File: config.mk
export PLATFORM = sky130hd
export DESIGN_NAME = nfu_1a_zskip_sched
export DESIGN_NICKNAME = d
export VERILOG_FILES = /design/src/rtl/nfu_1a_zskip_sched.sv
export SDC_FILE = /design/constraint.sdc
export NUM_CORES = 2
export LEC_CHECK = 0
export ABC_AREA = 1
export BUFFER_PORTS_ARGS = -buffer_cell sky130_fd_sc_hd__buf_4
export CORE_MARGIN = 2
export CORE_UTILIZATION = 60
export CTS_CLUSTER_DIAMETER = 200
export DETAILED_ROUTE_END_ITERATION = 16
export PLACE_DENSITY_LB_ADDON = 0.08
export SYNTH_ARGS = -nofsm -noshare
export SYNTH_HDL_FRONTEND = slang
export SYNTH_SLANG_ARGS = --single-unit
File: constraint.sdc
create_clock -name clk -period 45.6 [get_ports clk]
set_clock_uncertainty 0.2 [all_clocks]
set_input_delay 9.12 -clock clk [delete_from_list [all_inputs] [get_ports clk]]
set_output_delay 9.12 -clock clk [all_outputs]
set_load 0.01 [all_outputs]
File: src/rtl/nfu_1a_zskip_sched.sv
// Zero-skipping issue scheduler: per-lane oldest non-zero pick across a D+1 row window.
// Optional statistics counters are enabled with NFU1A_ZSKIP_STATS_EN.
module nfu_1a_zskip_sched #(
    parameter int BIT_WIDTH = 16,
    parameter int Tn        = 16,
    parameter int D         = 2,
    parameter int SEL_WIDTH = 2
) (
    input  logic                    clk,
    input  logic                    rst,
    input  logic                    i_in_valid,
    output logic                    o_in_ready,
    input  logic [BIT_WIDTH*Tn-1:0] i_in_data,
    output logic                    o_out_valid,
    input  logic                    i_out_ready,
    output logic [BIT_WIDTH*Tn-1:0] o_out_data,
    output logic [SEL_WIDTH*Tn-1:0] o_out_sel,
    output logic [Tn-1:0]           o_out_lane_valid,
`ifdef NFU1A_ZSKIP_STATS_EN
    output logic [31:0]             o_stat_issues,
    output logic [31:0]             o_stat_zeros,
`endif
    output logic                    o_head_retired
);
    localparam int ROWS = D + 1;
    localparam int CW   = $clog2(ROWS + 1);
    localparam int ZW   = $clog2(ROWS * Tn + 1);

    logic [Tn-1:0][BIT_WIDTH-1:0] rowData     [ROWS];
    logic [Tn-1:0][BIT_WIDTH-1:0] rowDataNext [ROWS];
    logic [Tn-1:0]                pend        [ROWS];
    logic [Tn-1:0]                pendIss     [ROWS];
    logic [Tn-1:0]                pendNext    [ROWS];
    logic [ROWS-1:0]              rowValid, rowValidNext;
    logic [CW-1:0]                count, countNext, retireCnt, wIdx;
    logic [ZW-1:0]                zeroCnt;
    logic                         anyPend, issue, accept, headRun, found;
    logic [Tn-1:0][BIT_WIDTH-1:0] issData;
    logic [Tn-1:0][SEL_WIDTH-1:0] issSel;
    logic [Tn-1:0]                issLane;

    assign o_in_ready = (count < CW'(ROWS));
    assign accept     = i_in_valid && o_in_ready;

    always_comb begin
        anyPend = 1'b0;
        for (int r = 0; r < ROWS; r++) begin
            anyPend = anyPend | (|pend[r]);
            pendIss[r] = pend[r];
        end
        issue = anyPend && (!o_out_valid || i_out_ready);

        // Per-lane priority pick: lowest row wins, so lanes never reorder within a column.
        issData = '0;
        issSel  = '0;
        issLane = '0;
        for (int l = 0; l < Tn; l++) begin
            found = 1'b0;
            for (int r = 0; r < ROWS; r++) begin
                if (!found && pend[r][l]) begin
                    found      = 1'b1;
                    issData[l] = rowData[r][l];
                    issSel[l]  = SEL_WIDTH'(r);
                    issLane[l] = 1'b1;
                    if (issue) pendIss[r][l] = 1'b0;
                end
            end
        end

        retireCnt = '0;
        headRun   = 1'b1;
        for (int r = 0; r < ROWS; r++) begin
            if (headRun && rowValid[r] && (pendIss[r] == '0)) retireCnt = retireCnt + CW'(1);
            else headRun = 1'b0;
        end

        zeroCnt = '0;
        for (int r = 0; r < ROWS; r++) begin
            for (int l = 0; l < Tn; l++) begin
                if ((CW'(r) < retireCnt) && (rowData[r][l] == '0)) zeroCnt = zeroCnt + ZW'(1);
            end
        end

        for (int r = 0; r < ROWS; r++) begin
            rowValidNext[r] = 1'b0;
            rowDataNext[r]  = '0;
            pendNext[r]     = '0;
            for (int s = 0; s < ROWS; s++) begin
                if (s == r + int'(retireCnt)) begin
                    rowValidNext[r] = rowValid[s];
                    rowDataNext[r]  = rowData[s];
                    pendNext[r]     = pendIss[s];
                end
            end
        end
        countNext = count - retireCnt;

        // New brick lands behind the post-retire tail.
        wIdx = count - retireCnt;
        if (accept) begin
            for (int r = 0; r < ROWS; r++) begin
                if (CW'(r) == wIdx) begin
                    rowValidNext[r] = 1'b1;
                    rowDataNext[r]  = i_in_data;
                    for (int l = 0; l < Tn; l++) begin
                        pendNext[r][l] = (i_in_data[l*BIT_WIDTH +: BIT_WIDTH] != '0);
                    end
                end
            end
            countNext = countNext + CW'(1);
        end
    end

    always_ff @(posedge clk or posedge rst) begin
        if (rst) begin
            rowValid <= '0;
            count    <= '0;
            for (int r = 0; r < ROWS; r++) begin
                rowData[r] <= '0;
                pend[r]    <= '0;
            end
        end else begin
            rowValid <= rowValidNext;
            count    <= countNext;
            for (int r = 0; r < ROWS; r++) begin
                rowData[r] <= rowDataNext[r];
                pend[r]    <= pendNext[r];
            end
        end
    end

    always_ff @(posedge clk or posedge rst) begin
        if (rst) begin
            o_out_valid      <= 1'b0;
            o_out_data       <= '0;
            o_out_sel        <= '0;
            o_out_lane_valid <= '0;
            o_head_retired   <= 1'b0;
        end else if (issue) begin
            o_out_valid      <= 1'b1;
            o_out_data       <= issData;
            o_out_sel        <= issSel;
            o_out_lane_valid <= issLane;
            o_head_retired   <= (retireCnt != '0);
        end else if (i_out_ready) begin
            o_out_valid    <= 1'b0;
            o_head_retired <= 1'b0;
        end
    end

`ifdef NFU1A_ZSKIP_STATS_EN
    logic [32:0] zeroSum;
    assign zeroSum = {1'b0, o_stat_zeros} + 33'(zeroCnt);

    always_ff @(posedge clk or posedge rst) begin
        if (rst) begin
            o_stat_issues <= '0;
            o_stat_zeros  <= '0;
        end else begin
            if (o_out_valid && i_out_ready && (o_stat_issues != '1)) o_stat_issues <= o_stat_issues + 32'd1;
            o_stat_zeros <= zeroSum[32] ? '1 : zeroSum[31:0];
        end
    end
`endif
endmodule

Yosys cells after proc, flatten, opt, wreduce, memory -nomap -nowiden:

Cells that the tools add are included.
W data, S select, Z words.

* flip-flop bits (word level): 1127
* word-level logic and storage cells: 433
* output and inout port bits: 307

* magnitude comparators: 1
* bitwise gates (word level): 2
* reduce and logical (&&, ||, !) cells: 101
* muxes and demuxes: 257
* eq/ne operators: 8
* $add $sub $neg: 6

Operator list (count)
* $mux W256: 12
* $mux W16: 60
* $mux W768: 1
* $reduce_bool A16 Y1: 16
* $mux W1: 163
* $logic_not A32 Y1: 3
* $eq A2 B32 Y1 const A: 2
* $logic_not A16 Y1: 3
* $mux W48: 1
* $reduce_or A16 Y1: 3
* $logic_and A1 B1 Y1: 39
* $mux W2: 19
* $logic_not A1 Y1: 33
* $add A2 B1 Y2 const B: 3
* $eq A2 B2 Y1 const A: 3
* $eq A2 B3 Y1 const A: 2
* $reduce_bool A2 Y1: 2
* $add A1 B2 Y3 const A: 1
* $add A2 B2 Y3 const A: 1
* $mux W3: 1
* $eq A1 B2 Y1 const A: 1
* $logic_not A2 Y1: 1
* $lt A2 B2 Y1 const B: 1
* $or A1 B1 Y1: 2
* 2 further kinds: 2

Depth between registers and ports, before layout:

* depth in word-level cells: 22
* depth in mapped cells: 36

Worst setup path before layout:

OpenSTA, ideal clock, no wires.

* path kind: input port to flip-flop
* from: input i_out_ready
* to: register rowData[117] in the netlist's numbering
* stages: 26
* required time: 45.323 ns
* arrival time: 12.999 ns
* setup slack: 32.324 ns
* buffers on the path: 4
* cell sequence: inv_1 nand2_1 nand2_1 clkbuf_1 o21ai_0 inv_1 nor4_1 nand4_1 inv_1 ha_1 nand4_1 nor2_1 nand3_2 nand2_4 inv_2 ha_1 xor2_1 xor2_1 inv_1 ha_1 nand2_1 clkbuf_1 clkbuf_1 buf_1 nand3_1 o21ai_1

RTL lines
* from (decl): line 15 `input logic i_out_ready,`
* to (signal, indexed assignment): line 126 `rowData[r] <= rowDataNext[r];`
* to (decl): line 29 `logic [Tn-1:0][BIT_WIDTH-1:0] rowData [ROWS];`

==> results.toml <==
[synth]
ys_async_sr_fraction = 1.00
ys_ff_latch = 1127
synth_nets = 8660
ys_types = 32
synth_cells = 8394
synth-edff-count = 0
syn-cell-area_um2 = 60400
yosysMostFrequentCell = "nor2_1"
synth_top_area_frac = 0.467
avgSynthCellArea_um2 = 7.20
synth-seq-area-share = 0.467
yosysWarnings = 0
synth_top_cells_by_area = "dfrtp_1 (47%), nor2_1 (14%), nand3_1 (10%)"
yosys.area.top_type = "dfrtp_1"
synthTopCellsByCount = "nor2_1 (2221), nand2_1 (1494), nand3_1 (1251)"
synth_ff_type = "dfrtp_1"

[worst_setup_path]
crit_family = "simple AND/OR/NAND/NOR gates"
critPathBufInv = 8
end_kind = "register"
worstReg2RegStart = "pend[44]"
timing.rr.end = "rowData[279]"
slowest_delay_ns = 0.97
crit_top_cell = "buf_4"
r2r_cells = 29
slowest_stage = "nand2_8"
arrival_ns = 18.31
startpoint = "i_out_ready"
worstPathRequired_ns = 46.00
start_kind = "primary input"
critPathMaxFanout = 152
r2r_slack_ns = 34.85
path_class = "primary input to register"

[die]
pin_count = 567
die_h_um = 321
rows = 116
initial_core_util = 0.604
core_um2 = 100000
die_w_um = 321
die_area_um2 = 103000

[route]
dr.pass1.iters = 6
wirelength_mm = 203
via_per_inst = 6.05
wl_per_cell_um = 20.5
drc = 0
ant_nets = 0
drtIter0Drc = 6726
vias = 59800

[run]
max-cap-violations = 0

[global_routing]
grt_start_max_net_pins = 272
antenna_found_initial = 14
grt.total_usage = 0.383
met2_usage = 0.582
grt_pass1_wl_mm = 315
busiest_layer = "met2"
gr-usage-met1 = 0.518
use_met3 = 0.0694
grt_overflow = 0
grt_pass1_vias = 56000

[power]
pwr_density_cell_nw_per_um2 = 74.7
leakagePower_nw = 34.8
peakVddDrop_mv = 0.0806

[finish]
layout-drive-gt1-share = 0.100
fin_area_um2 = 68400
instances_no_fill = 9898
syn_to_final_growth_pct = 13.1
fin_nets = 8748

[cts]
post_cts_resized = 0
cts_buffer_depth = 3
clkLatencyLatePin_ns = 0.72
clkTransAtPathRegs_ns = 0.06
cts_buffers = 121
cts.htree.levels = 3
cts_hold_buf = 0
cts_setup_buffers = 0
cts_tree = "done"
cts-root-buf = "clkbuf_16"
cts_num_sinks = 1127

[hold_path]
holdPathEnd = "o_out_data[75]"
min-delay-start = "o_out_data[75]"
min_path_type = "register to register"
min_delay_path_depth = 2

[sta]
fmax_mhz = 55.8
tns_ns = 0
hold_violations = 0
relSlewSlack = -0.0623
slew_viol_final = 90
post-route-min-period_ns = 17.91
worst_pin_slew_ns = 1.59
grt_setup_unrepaired = "false"
finalCritPeriodShare = 0.393
setup_viol = 0
fin_ws_ns = 27.69

[placement]
dp.final_hpwl_mm = 116
routabilityCongestion = 0.853
dp_cells = 9657
post-place-ws_ns = 27.05
dpl_cell_area_um2 = 64000
numPortBuffers = 566

[outcome]
failed_checks = "slew limit"
status = "complete, but fails checks"
registers in the layout (all words and copies together), names as in the netlist:
register          cells
rowData             768
o_out_data          256
o_head_retired        1
pend                 48
rowValid              3
o_out_valid           1
o_out_lane_valid     16
count                 2
o_out_sel            32
layer usage:
layer  vias up  part of all wire
met3       592             0.099
met1     28400              0.39
met2      3265              0.45
met4         6             0.058
met5         -           0.00018
li1      27600                 -
where the power goes:
part / internal [mW] / switching [mW]
Sequential: 1.43 / 0.394
Combinational: 0.730 / 1.49
Clock: 0.629 / 0.426
kinds of logic after synthesis:
group | after synthesis | share of synthesized area
AND/OR/NAND/NOR | 5347 | 0.374
AO/OA/AOI/OAI | 632 | 0.0692
buffers and inverters | 1278 | 0.0883
flip-flops | 1127 | 0.467
multiplexers | 1 | 0.000166
XOR/XNOR | 3 | 0.000435
adder cells (fa/ha/maj) | 6 | 0.00124
worst reg2reg max path: cells and delay by family, from the launching register on:
family	cells	cell delay, ns
and+or+nand+nor	17	5.00
adders and majority gates	3	0.78
AOI/OAI and AO/OA	1	0.36
xor gates and xnor gates	2	0.37
buffers and inverters	6	2.88
DFF	1	1.04
final cells by class:
type,instances,area (µm²)
Inverter,615,2340
Timing Repair Buffer,628,4850
Clock inverter,39,467
Tap cell,1298,1620
Antenna cell,11,27.5
Fill cell,8447,31600
Sequential cell,1127,28200
Multi-Input combinational cell,5989,27000
Clock buffer,191,3830
placed cells by master (no fill, tap or decap), types with 2 or more instances in the layout:
cell / count
ha_1: 6
dfrtp_1: 1127
clkbuf_8: 41
clkbuf_1: 23
a41oi_1: 223
a221oi_1: 33
o22a_1: 12
o21ai_1: 44
bufinv_16: 10
nand3_1: 1251
nor2_4: 4
buf_12: 11
buf_4: 617
nand2_8: 2
inv_1: 609
nor4_1: 20
nor2_2: 4
nand2_4: 6
xor2_1: 3
clkinv_2: 23
clkinvlp_4: 3
nor2_1: 2217
nand4_1: 343
diode_2: 11
inv_8: 5
o21ai_0: 316
nand2_1: 1488
nor3_2: 3
clkbuf_16: 127
nor3_1: 5
worst max-delay path by stage:
stage	depth (start not counted)	endpoint	slack, ns
4_1_cts	26	rowData[279]	27.78
5_1_grt	26	rowData[284]	26.97
6_report	26	rowData[279]	27.69
2_1_floorplan	1	count[0]	4.54
3_5_place_dp	26	rowData[298]	27.05
3_3_place_gp	26	rowData[278]	27.27
metrics by stage:
step	power [mW]	hold WS, ns	utilization
floorplan	3.32	0.255	-
global placement	3.91	0.267	0.640
detailed placement	3.99	0.272	0.640
CTS	5.06	0.288	0.683
global route	5.45	0.313	0.684
finish	5.11	0.287	0.684
(Power assumes the default switching activity.)
